File: src/rtl/dircc_types_pkg.sv
// dircc_types_pkg: shared status types, register-map offsets and helpers for the status bank.
package dircc_types_pkg;
  typedef struct packed {
    logic [15:0] dircc_state;
    logic [15:0] dircc_state_extra;
  } dircc_status_t;
  localparam int DIRCC_OFF_STATE = 0;
  localparam int DIRCC_OFF_EXTRA = 1;
  localparam int DIRCC_OFF_USER = 2;
  localparam int DIRCC_OFF_IRQ_PENDING = 0;
  localparam int DIRCC_OFF_IRQ_ENABLE = 1;
  // Words per channel window: state + extra + user words, rounded up to a power of two.
  function automatic int dircc_ch_words(input int user_words);
    return 1 << $clog2(2 + user_words);
  endfunction
  function automatic logic [15:0] dircc_be_merge(input logic [15:0] old_v, input logic [15:0] new_v,
                                                 input logic [1:0] be);
    return {be[1] ? new_v[15:8] : old_v[15:8], be[0] ? new_v[7:0] : old_v[7:0]};
  endfunction
endpackage

File: src/rtl/dircc_status_channel.sv
// dircc_status_channel: one device's state/extra/user_state storage, hardware-over-MM priority and change detect.
// DIRCC_STATUS_SHADOW_EN stages lower user words in a shadow committed by the top-word write.
module dircc_status_channel
  import dircc_types_pkg::*;
#(
  parameter int USER_STATE_WIDTH = 64,
  parameter int OFF_W = 3
) (
  input  logic                          clk,
  input  logic                          reset_n,
  input  logic                          mm_we_i,
  input  logic [OFF_W-1:0]              off_i,
  input  logic [15:0]                   wdata_i,
  input  logic [1:0]                    be_i,
  input  logic                          hw_valid_i,
  input  logic [31:0]                   hw_data_i,
  output logic [15:0]                   rdata_o,
  output logic                          chg_o,
  output logic [USER_STATE_WIDTH+31:0]  state_o
);
  localparam int UW = USER_STATE_WIDTH / 16;
  dircc_status_t st_q, st_d, hw;
  logic [USER_STATE_WIDTH-1:0] user_q, user_d;
  logic we_state, we_extra;
  assign hw = '{dircc_state: hw_data_i[15:0], dircc_state_extra: hw_data_i[31:16]};
  assign we_state = mm_we_i && off_i == OFF_W'(DIRCC_OFF_STATE);
  assign we_extra = mm_we_i && off_i == OFF_W'(DIRCC_OFF_EXTRA);
  assign chg_o = hw_valid_i && hw.dircc_state != st_q.dircc_state;
  always_comb begin
    st_d.dircc_state = hw_valid_i ? hw.dircc_state :
                       we_state ? dircc_be_merge(st_q.dircc_state, wdata_i, be_i) : st_q.dircc_state;
    st_d.dircc_state_extra = hw_valid_i ? hw.dircc_state_extra :
                             we_extra ? dircc_be_merge(st_q.dircc_state_extra, wdata_i, be_i) :
                             st_q.dircc_state_extra;
  end
`ifdef DIRCC_STATUS_SHADOW_EN
  logic [USER_STATE_WIDTH-1:0] shadow_q, shadow_d;
  // The top-word write publishes shadow plus itself in one edge, so read_state never tears.
  always_comb begin
    user_d = user_q;
    shadow_d = shadow_q;
    for (int j = 0; j < UW; j++)
      if (mm_we_i && off_i == OFF_W'(DIRCC_OFF_USER + j)) begin
        if (j == UW - 1) begin
          user_d = shadow_q;
          user_d[j*16 +: 16] = dircc_be_merge(user_q[j*16 +: 16], wdata_i, be_i);
        end else shadow_d[j*16 +: 16] = dircc_be_merge(shadow_q[j*16 +: 16], wdata_i, be_i);
      end
  end
  always_ff @(posedge clk or negedge reset_n)
    if (!reset_n) shadow_q <= '0;
    else shadow_q <= shadow_d;
`else
  always_comb begin
    user_d = user_q;
    for (int j = 0; j < UW; j++)
      if (mm_we_i && off_i == OFF_W'(DIRCC_OFF_USER + j))
        user_d[j*16 +: 16] = dircc_be_merge(user_q[j*16 +: 16], wdata_i, be_i);
  end
`endif
  always_ff @(posedge clk or negedge reset_n)
    if (!reset_n) begin
      st_q <= '0;
      user_q <= '0;
    end else begin
      st_q <= st_d;
      user_q <= user_d;
    end
  always_comb begin
    rdata_o = off_i == OFF_W'(DIRCC_OFF_STATE) ? st_q.dircc_state :
              off_i == OFF_W'(DIRCC_OFF_EXTRA) ? st_q.dircc_state_extra : '0;
    for (int j = 0; j < UW; j++)
      if (off_i == OFF_W'(DIRCC_OFF_USER + j)) rdata_o = user_q[j*16 +: 16];
  end
  assign state_o = {user_q, st_q.dircc_state_extra, st_q.dircc_state};
endmodule

File: src/rtl/dircc_status_register_bank.sv
// dircc_status_register_bank: multi-channel dircc status registers behind a 16-bit Avalon-MM slave,
// with change-detect interrupts. Define DIRCC_STATUS_SHADOW_EN for atomic user_state commits.
module dircc_status_register_bank
  import dircc_types_pkg::*;
#(
  parameter int NUM_CHANNELS = 4,
  parameter int USER_STATE_WIDTH = 64,
  parameter int ADDR_W = 8
) (
  input  logic                                         clk,
  input  logic                                         reset_n,
  input  logic [ADDR_W-1:0]                            status_address,
  input  logic                                         status_read,
  input  logic                                         status_write,
  input  logic [15:0]                                  status_writedata,
  input  logic [1:0]                                   status_byteenable,
  output logic [15:0]                                  status_readdata,
  output logic                                         status_readdatavalid,
  input  logic [NUM_CHANNELS*32-1:0]                   write_state,
  input  logic [NUM_CHANNELS-1:0]                      write_state_valid,
  output logic [NUM_CHANNELS*(32+USER_STATE_WIDTH)-1:0] read_state,
  output logic                                         irq
);
  localparam int CH_WORDS = dircc_ch_words(USER_STATE_WIDTH / 16);
  localparam int OFF_W = $clog2(CH_WORDS);
  localparam int CH_W = ADDR_W - 1 - OFF_W;
  localparam int RS_W = 32 + USER_STATE_WIDTH;
  logic [OFF_W-1:0] off;
  logic [CH_W-1:0] ch;
  logic addr_unused;
  logic [15:0] ch_rdata [NUM_CHANNELS];
  logic [NUM_CHANNELS-1:0] chg, pending_q, pending_d, enable_q, enable_d, w1c;
  logic [15:0] rdata_d, rdata_q;
  logic rvalid_q, irq_q, gwe;
  assign {ch, off} = status_address[ADDR_W-1:1];
  assign addr_unused = status_address[0];
  for (genvar c = 0; c < NUM_CHANNELS; c++) begin : g_ch
    dircc_status_channel #(
      .USER_STATE_WIDTH(USER_STATE_WIDTH),
      .OFF_W(OFF_W)
    ) u_ch (
      .clk(clk),
      .reset_n(reset_n),
      .mm_we_i(status_write && ch == CH_W'(c)),
      .off_i(off),
      .wdata_i(status_writedata),
      .be_i(status_byteenable),
      .hw_valid_i(write_state_valid[c]),
      .hw_data_i(write_state[c*32 +: 32]),
      .rdata_o(ch_rdata[c]),
      .chg_o(chg[c]),
      .state_o(read_state[c*RS_W +: RS_W])
    );
  end
  assign gwe = status_write && ch == CH_W'(NUM_CHANNELS);
  assign w1c = (gwe && off == OFF_W'(DIRCC_OFF_IRQ_PENDING)) ?
               NUM_CHANNELS'(dircc_be_merge(16'h0, status_writedata, status_byteenable)) : '0;
  // A fresh change outranks a W1C landing on the same bit.
  assign pending_d = (pending_q & ~w1c) | chg;
  assign enable_d = (gwe && off == OFF_W'(DIRCC_OFF_IRQ_ENABLE)) ?
                    NUM_CHANNELS'(dircc_be_merge(16'(enable_q), status_writedata, status_byteenable)) :
                    enable_q;
  always_comb begin
    rdata_d = (ch == CH_W'(NUM_CHANNELS)) ?
              (off == OFF_W'(DIRCC_OFF_IRQ_PENDING) ? 16'(pending_q) :
               off == OFF_W'(DIRCC_OFF_IRQ_ENABLE) ? 16'(enable_q) : '0) : '0;
    for (int c = 0; c < NUM_CHANNELS; c++)
      if (ch == CH_W'(c)) rdata_d = ch_rdata[c];
  end
  always_ff @(posedge clk or negedge reset_n)
    if (!reset_n) begin
      pending_q <= '0;
      enable_q <= '0;
      rdata_q <= '0;
      rvalid_q <= 1'b0;
      irq_q <= 1'b0;
    end else begin
      pending_q <= pending_d;
      enable_q <= enable_d;
      rdata_q <= status_read ? rdata_d : rdata_q;
      rvalid_q <= status_read;
      irq_q <= |(pending_q & enable_q);
    end
  assign status_readdata = rdata_q;
  assign status_readdatavalid = rvalid_q;
  assign irq = irq_q;
endmodule
File: config.mk
export PLATFORM = sky130hd
export DESIGN_NAME = dircc_status_register_bank
export DESIGN_NICKNAME = d
export VERILOG_FILES = /design/src/rtl/dircc_types_pkg.sv /design/src/rtl/dircc_status_channel.sv /design/src/rtl/dircc_status_register_bank.sv
export SDC_FILE = /design/constraint.sdc
export NUM_CORES = 1
export LEC_CHECK = 0
export ABC_AREA = 1
export CORE_AREA = 2 2 222 224
export DETAILED_ROUTE_END_ITERATION = 8
export DIE_AREA = 0 0 224 226
export PLACE_DENSITY = 0.85
export SYNTH_ARGS = -nofsm -noshare
export SYNTH_HDL_FRONTEND = slang
export SYNTH_SLANG_ARGS = --single-unit
File: constraint.sdc
create_clock -name clk -period 1.6 [get_ports clk]
set_input_delay 0.24 -clock clk [delete_from_list [all_inputs] [get_ports clk]]
set_output_delay 0.24 -clock clk [all_outputs]
set_load 0.01 [all_outputs]
### Yosys cells after proc, flatten, opt, wreduce, memory -nomap -nowiden

Index checks and enable logic that the tools add are counted.

* $add $sub $neg: 0
* multiply operators: 0
* divide/modulo/power cells: 0
* $lt $le $gt $ge: 0
* equal/unequal tests: 13
* shifts and indexed selects: 0
* muxes and demuxes: 51
* bitwise logic cells: 4
* reduce and logical (&&, ||, !) cells: 103

Operator list (count)
* $mux W16: 44
* $reduce_and A2 Y1: 49
* $ne A16 B16 Y1: 4
* $logic_and A1 B1 Y1: 35
* $reduce_bool A2 Y1: 16
* $mux W4: 5
* $mux W8: 2
* $and A4 B4 Y4: 2
* $eq A4 B2 Y1 const B: 2
* $eq A3 B2 Y1 const B: 2
* $eq A3 B3 Y1 const B: 2
* $eq A4 B1 Y1 const B: 1
* $eq A4 B3 Y1 const B: 1
* $logic_not A4 Y1: 1
* $not A4 Y4: 1
* $or A4 B4 Y4: 1
* $reduce_or A4 Y1: 1
* $eq A3 B1 Y1 const B: 1
* $logic_not A3 Y1: 1

* bits in registers: 410
* bits in latches: 0
* bits in writable memories: 0
* bits in read-only memories: 0
* bits of input ports: 162
* output and inout bits: 402
* word-level logic and storage cells: 224
* memories kept: 0

### Logic depth before layout (Yosys ltp)

* depth in word-level cells: 11
* depth in mapped cells: 15
* depth with buffers taken out: 13

### Cells and area by module

From an unflattened synthesis, not the netlist that was laid out.

* cell total of the unflattened synthesis: 2745
* area, all modules: 21147.8 um^2

By module, submodules not included
* dircc_status_channel: times used 4, cells each 626, area an instance 4895.9 um^2, sequential area each 2402.3 um^2
* dircc_status_register_bank: times used 1, cells each 241, area an instance 1564.0 um^2, sequential area each 650.6 um^2

### Worst setup path before layout

Ideal clock, no wire load.

* kind: input-to-reg
* from: in status_address[1]
* to: reg rdata_q[7] (netlist: status_readdata[7])
* setup time: 117 ps
* arrival: 1478 ps
* data required time: 1483 ps
* path slack: 5 ps
* stages: 12
* path buffers: 3
* path through: buf_2 -> nor2_8 -> nand2_4 -> buf_6 -> buf_4 -> o21ai_1 -> nor2_1 -> nand2_1 -> nand2_1 -> nand3_1 -> nor2_1 -> nor2_1

* word-level cells in the longest chain between the ends: 11
* elaborated cells between the ends (all ways): 34
* classes of those cells: 5 x eq/ne; 28 x mux; 1 x reduce/logical

Ends and longest elaborated chain
* from (decl): line dircc_status_register_bank.sv:12 `input logic [ADDR_W-1:0] status_address,`
* $eq A3 B1 Y1: line dircc_status_channel.sv:71 `off_i == OFF_W'(DIRCC_OFF_EXTRA) ? st_q.dircc_state_extra : '0;`
* $mux W16: line dircc_status_channel.sv:71
* $mux W16: line dircc_status_channel.sv:70 `rdata_o = off_i == OFF_W'(DIRCC_OFF_STATE) ? st_q.dircc_state :`
* $mux W16 (4 in series): line dircc_status_channel.sv:73 `if (off_i == OFF_W'(DIRCC_OFF_USER + j)) rdata_o = user_q[j*16 +: 16];`
* $mux W16 (3 in series): line dircc_status_register_bank.sv:68 `if (ch == CH_W'(c)) rdata_d = ch_rdata[c];`
* $mux W16 *: line dircc_status_register_bank.sv:68
* to (signal assigned): line dircc_status_register_bank.sv:80 `rdata_q <= status_read ? rdata_d : rdata_q;`
* to (decl): line dircc_status_register_bank.sv:33 `logic [15:0] rdata_d, rdata_q;`

Every way passes the cells marked *; elsewhere a longest branch is shown, timed or not.
A chain may end at the register's enable or synchronous reset.

### Worst setup path after layout

* from: reg g_ch[2].u_ch.st_q (netlist bit g_ch[2].u_ch.state_o[4])
* to: reg rdata_q[4] (netlist: status_readdata[4])

* word-level cells in the longest chain between the ends: 7

Ends and longest elaborated chain
* from (decl): line dircc_status_channel.sv:22 `dircc_status_t st_q, st_d, hw;`
* from (signal assigned): line dircc_status_channel.sv:66 `st_q <= st_d;`
* $mux W16: line dircc_status_channel.sv:70
* $mux W16 (4 in series): line dircc_status_channel.sv:73
* $mux W16 (2 in series): line dircc_status_register_bank.sv:68

Every way passes these cells.

==> Implementation_results.wiki <==
{| class="wikitable"
! Metric !! Value
|-
| Critical path launch point type || flip-flop
|-
| Cell with the most instances after synthesis || sky130_fd_sc_hd__nand2_1
|-
| Vias || 23800
|-
| Cells along the critical path || nand3_1 -> o21ai_0 -> buf_4 -> nor2_1 -> nand4_1 -> nand2_2 -> nand3_1 -> nand2_1 -> inv_1
|-
| Max IR drop VDD || 713 uV
|-
| Layout-stage area growth over the synthesis result || 49.3%
|-
| Violated checks || negative setup slack
|-
| Maximum buffer depth of the clock tree || 3
|-
| Cell with the most instances on the worst path || sky130_fd_sc_hd__nand3_1
|-
| Critical Path Sink Type || flip-flop
|-
| Terminus of the critical flop-to-flop path || status_readdata[4]
|-
| Hold violation count in the final report || 0
|-
| Number of routed nets with antenna violations || 0
|-
| Slowest cell on the critical path || sky130_fd_sc_hd__dfrtp_2
|-
| Cell count after synthesis || 2773
|-
| Port Buf Inserts || 562
|-
| Weighted congestion reported at the end of routability-driven placement || 0.970
|-
| Register bit count reported by yosys || 410
|-
| Final core area utilization || 0.644
|-
| Pin count of the biggest net entering global routing || 66
|-
| GRT overflow || 0
|-
| Classification of the worst setup path || flip-flop to flip-flop
|-
| Initial Util || 0.432
|-
| Final Max Slew Viols || 0
|-
| Area inside the core boundary || 48300 um2
|-
| Layout cell share with drive strength beyond 1 || 0.148
|-
| WL per Instance || 23.4 um
|-
| CTS Sinks || 410
|-
| Count of unique library cells instantiated by Yosys || 37
|-
| Required time at the endpoint of the critical path || 2090 ps
|-
| Post-layout worst setup margin || -6.76 ps
|-
| Worst R2R Setup Slack || -7 ps
|-
| Deepest level of the CTS H-tree || 2
|-
| Num ports || 564
|-
| GRT Resource Usage Total || 0.385
|-
| Final period demand of the worst path || 1610 ps
|-
| Chip Height || 226 um
|-
| Total DRC errors in the routed layout || 0
|-
| Max Clock Skew || 18.6 ps
|-
| Launching element of the worst setup path || g_ch[2].u_ch.state_o[4]
|-
| Final setup violation count || 1
|-
| Root Buffer || sky130_fd_sc_hd__clkbuf_16
|-
| Top cell type by total area after synthesis || sky130_fd_sc_hd__dfrtp_1
|-
| Net count after synthesis || 2935
|-
| Rel. slew slack || 0.573
|-
| Cell types with the largest area share after synthesis || sky130_fd_sc_hd__dfrtp_1 (49%), sky130_fd_sc_hd__nand2_1 (17%), sky130_fd_sc_hd__o21ai_0 (5.2%)
|-
| Initial antenna violation count || 2
|-
| Number of violations of the max-capacitance limit || 0
|-
| Clock latency on the worst-skew pair || 600 ps
|-
| Width of the die || 224 um
|-
| Post-synthesis cell area || 20900 um2
|-
| Delay of the slowest critical-path stage || 440 ps
|-
| Iteration-0 DRC Markers || 3060
|-
| Number of global-route vias before repair || 22700
|-
| Data arrival at the endpoint of the critical path || 2090 ps
|-
| Total Nets Final || 3728
|-
| Part of the Yosys area used for sequential elements || 0.492
|-
| Crit Reg-Reg Startpoint || g_ch[2].u_ch.state_o[4]
|-
| Status || complete, but fails checks
|-
| Reg clk slew, reported paths || 60 ps
|-
| Clock buffers created by TritonCTS || 46
|-
| Warning count from the yosys run || 0
|-
| Die area || 50600 um2
|-
| Static Leak || 16.1 nW
|-
| Worst hold path class || input port to asynchronous set/reset pin
|-
| Vias per inst || 5.64
|-
| Critical path fanouts, max || 4
|-
| Setup Slack @ Placement || -931 ps
|-
| Power density over the cells || 910 nW/um2
|-
| Main flop type after synthesis || sky130_fd_sc_hd__dfrtp_1
|-
| Global-route wire length before repair || 143000 um
|-
| Total detailed-routing wirelength || 98800 um
|-
| Leading post-synthesis cells by instance count || sky130_fd_sc_hd__nand2_1 (968), sky130_fd_sc_hd__dfrtp_1 (410), sky130_fd_sc_hd__nor2_1 (289)
|-
| Share of the clock period used by the worst path || 1.00
|-
| Async set or reset register ratio after synthesis || 1.00
|-
| Buffers & Inverters on Critical Path || 2
|-
| Share of the synthesized area in the top cell type || 0.492
|-
| Worst hold margin || 147 ps
|-
| Slew @ Worst Pin || 634 ps
|-
| Syn_area_per_cell || 7.52 um2
|-
| Largest delay contributor family on the critical path || simple AND/OR/NAND/NOR gates
|-
| Worst path depth || 9
|-
| Number of synthesized flops with an enable pin || 0
|-
| DRT Pass-1 Iters || 8
|-
| CTS tree || built
|-
| DP HPWL || 75300 um
|-
| Cell count of the worst reg-to-reg path || 9
|-
| Peak Freq || 0.622 GHz
|-
| Std cell rows || 81
|}
registers in the layout, indices dropped and copies added (netlist names):
register,flops
status_readdatavalid,1
enable_q,4
pending_q,4
status_readdata,16
g_ch.u_ch.state_o,128
irq,1
g_ch.u_ch.user_q,256
worst max-delay path by stage:
stage	slack [ps]	to
3_5_place_dp	-930	status_readdata[3]
5_1_grt	-5	read_state[303]
3_3_place_gp	-880	status_readdata[3]
4_1_cts	-1	status_readdata[4]
2_1_floorplan	5	status_readdata[7]
6_report	-7	status_readdata[4]
cell families (layout without fill, tap and decap cells):
group                     count (synthesis)  count (layout)  share of synthesized area
buffers and inverters                   344            1171                     0.0690
and+or+nand+nor                        1432            1432                      0.277
xor gates and xnor gates                 24              24                     0.0101
other                                     0               2                          0
AOI/OAI and AO/OA                       563             563                      0.152
DFF                                     410             410                      0.492
layout make-up:
class	count	area (um2)
Timing Repair Buffer	893	8510
Sequential cell	410	10300
Clock buffer	71	1370
Tap cell	622	778
Multi-Input combinational cell	2019	9310
Antenna cell	2	5.00
Fill cell	4098	17200
Inverter	196	746
Clock inverter	11	141
report_power, final:
group	switching (W)	internal [W]	total, W
registers	0.000710	0.0111	0.0118
clock network	0.00448	0.00634	0.0108
logic	0.00326	0.00246	0.00572
layer usage:
layer  vias to the layer above  routed length, um  GRT usage
met5                         -                  7          0
met4                         2               7400      0.241
met3                       403              10300     0.0867
met2                      1576              45500      0.624
met1                     11300              35500      0.467
li1                      10600                  -          -
cell usage in the layout (no fill, tap or decap), drive strengths merged, types with 4 or more instances in the layout:
cell / instances
a31oi: 46
clkinv: 7
dlygate4sd2: 353
nand4: 44
clkdlybuf4s50: 153
nor3: 13
buf: 340
o21a: 13
xor2: 11
nand3: 97
clkinvlp: 4
o31ai: 16
o22ai: 6
xnor2: 13
clkdlybuf4s15: 29
or2: 9
o21ai: 410
inv: 193
nand2: 972
nor2: 293
a21oi: 71
dfrtp: 410
clkbuf: 85
stage by stage:
step | power [W] | area, um2 | cells | setup TNS (ps)
floorplan | 0.0139 | 20900 | 2773 | 0
global placement | 0.0177 | 29500 | 4076 | -249400
detailed placement | 0.0178 | 29500 | 4076 | -257530
CTS | 0.0282 | 31100 | 4213 | -1.16
global route | 0.0292 | 31100 | 4223 | -6.34
finish | 0.0283 | 31100 | 4224 | -6.76
what timing repair did:
item                                    CTS  global route
endpoints found under the setup margin  616            71
gates cloned                              0             0
hold buffers                              1             0
resized for setup                       493            73
hold endpoints to repair                395             0
buffers inserted                         54            10
pin swaps                                 3             8
Power figures use the tool's default switching activity.
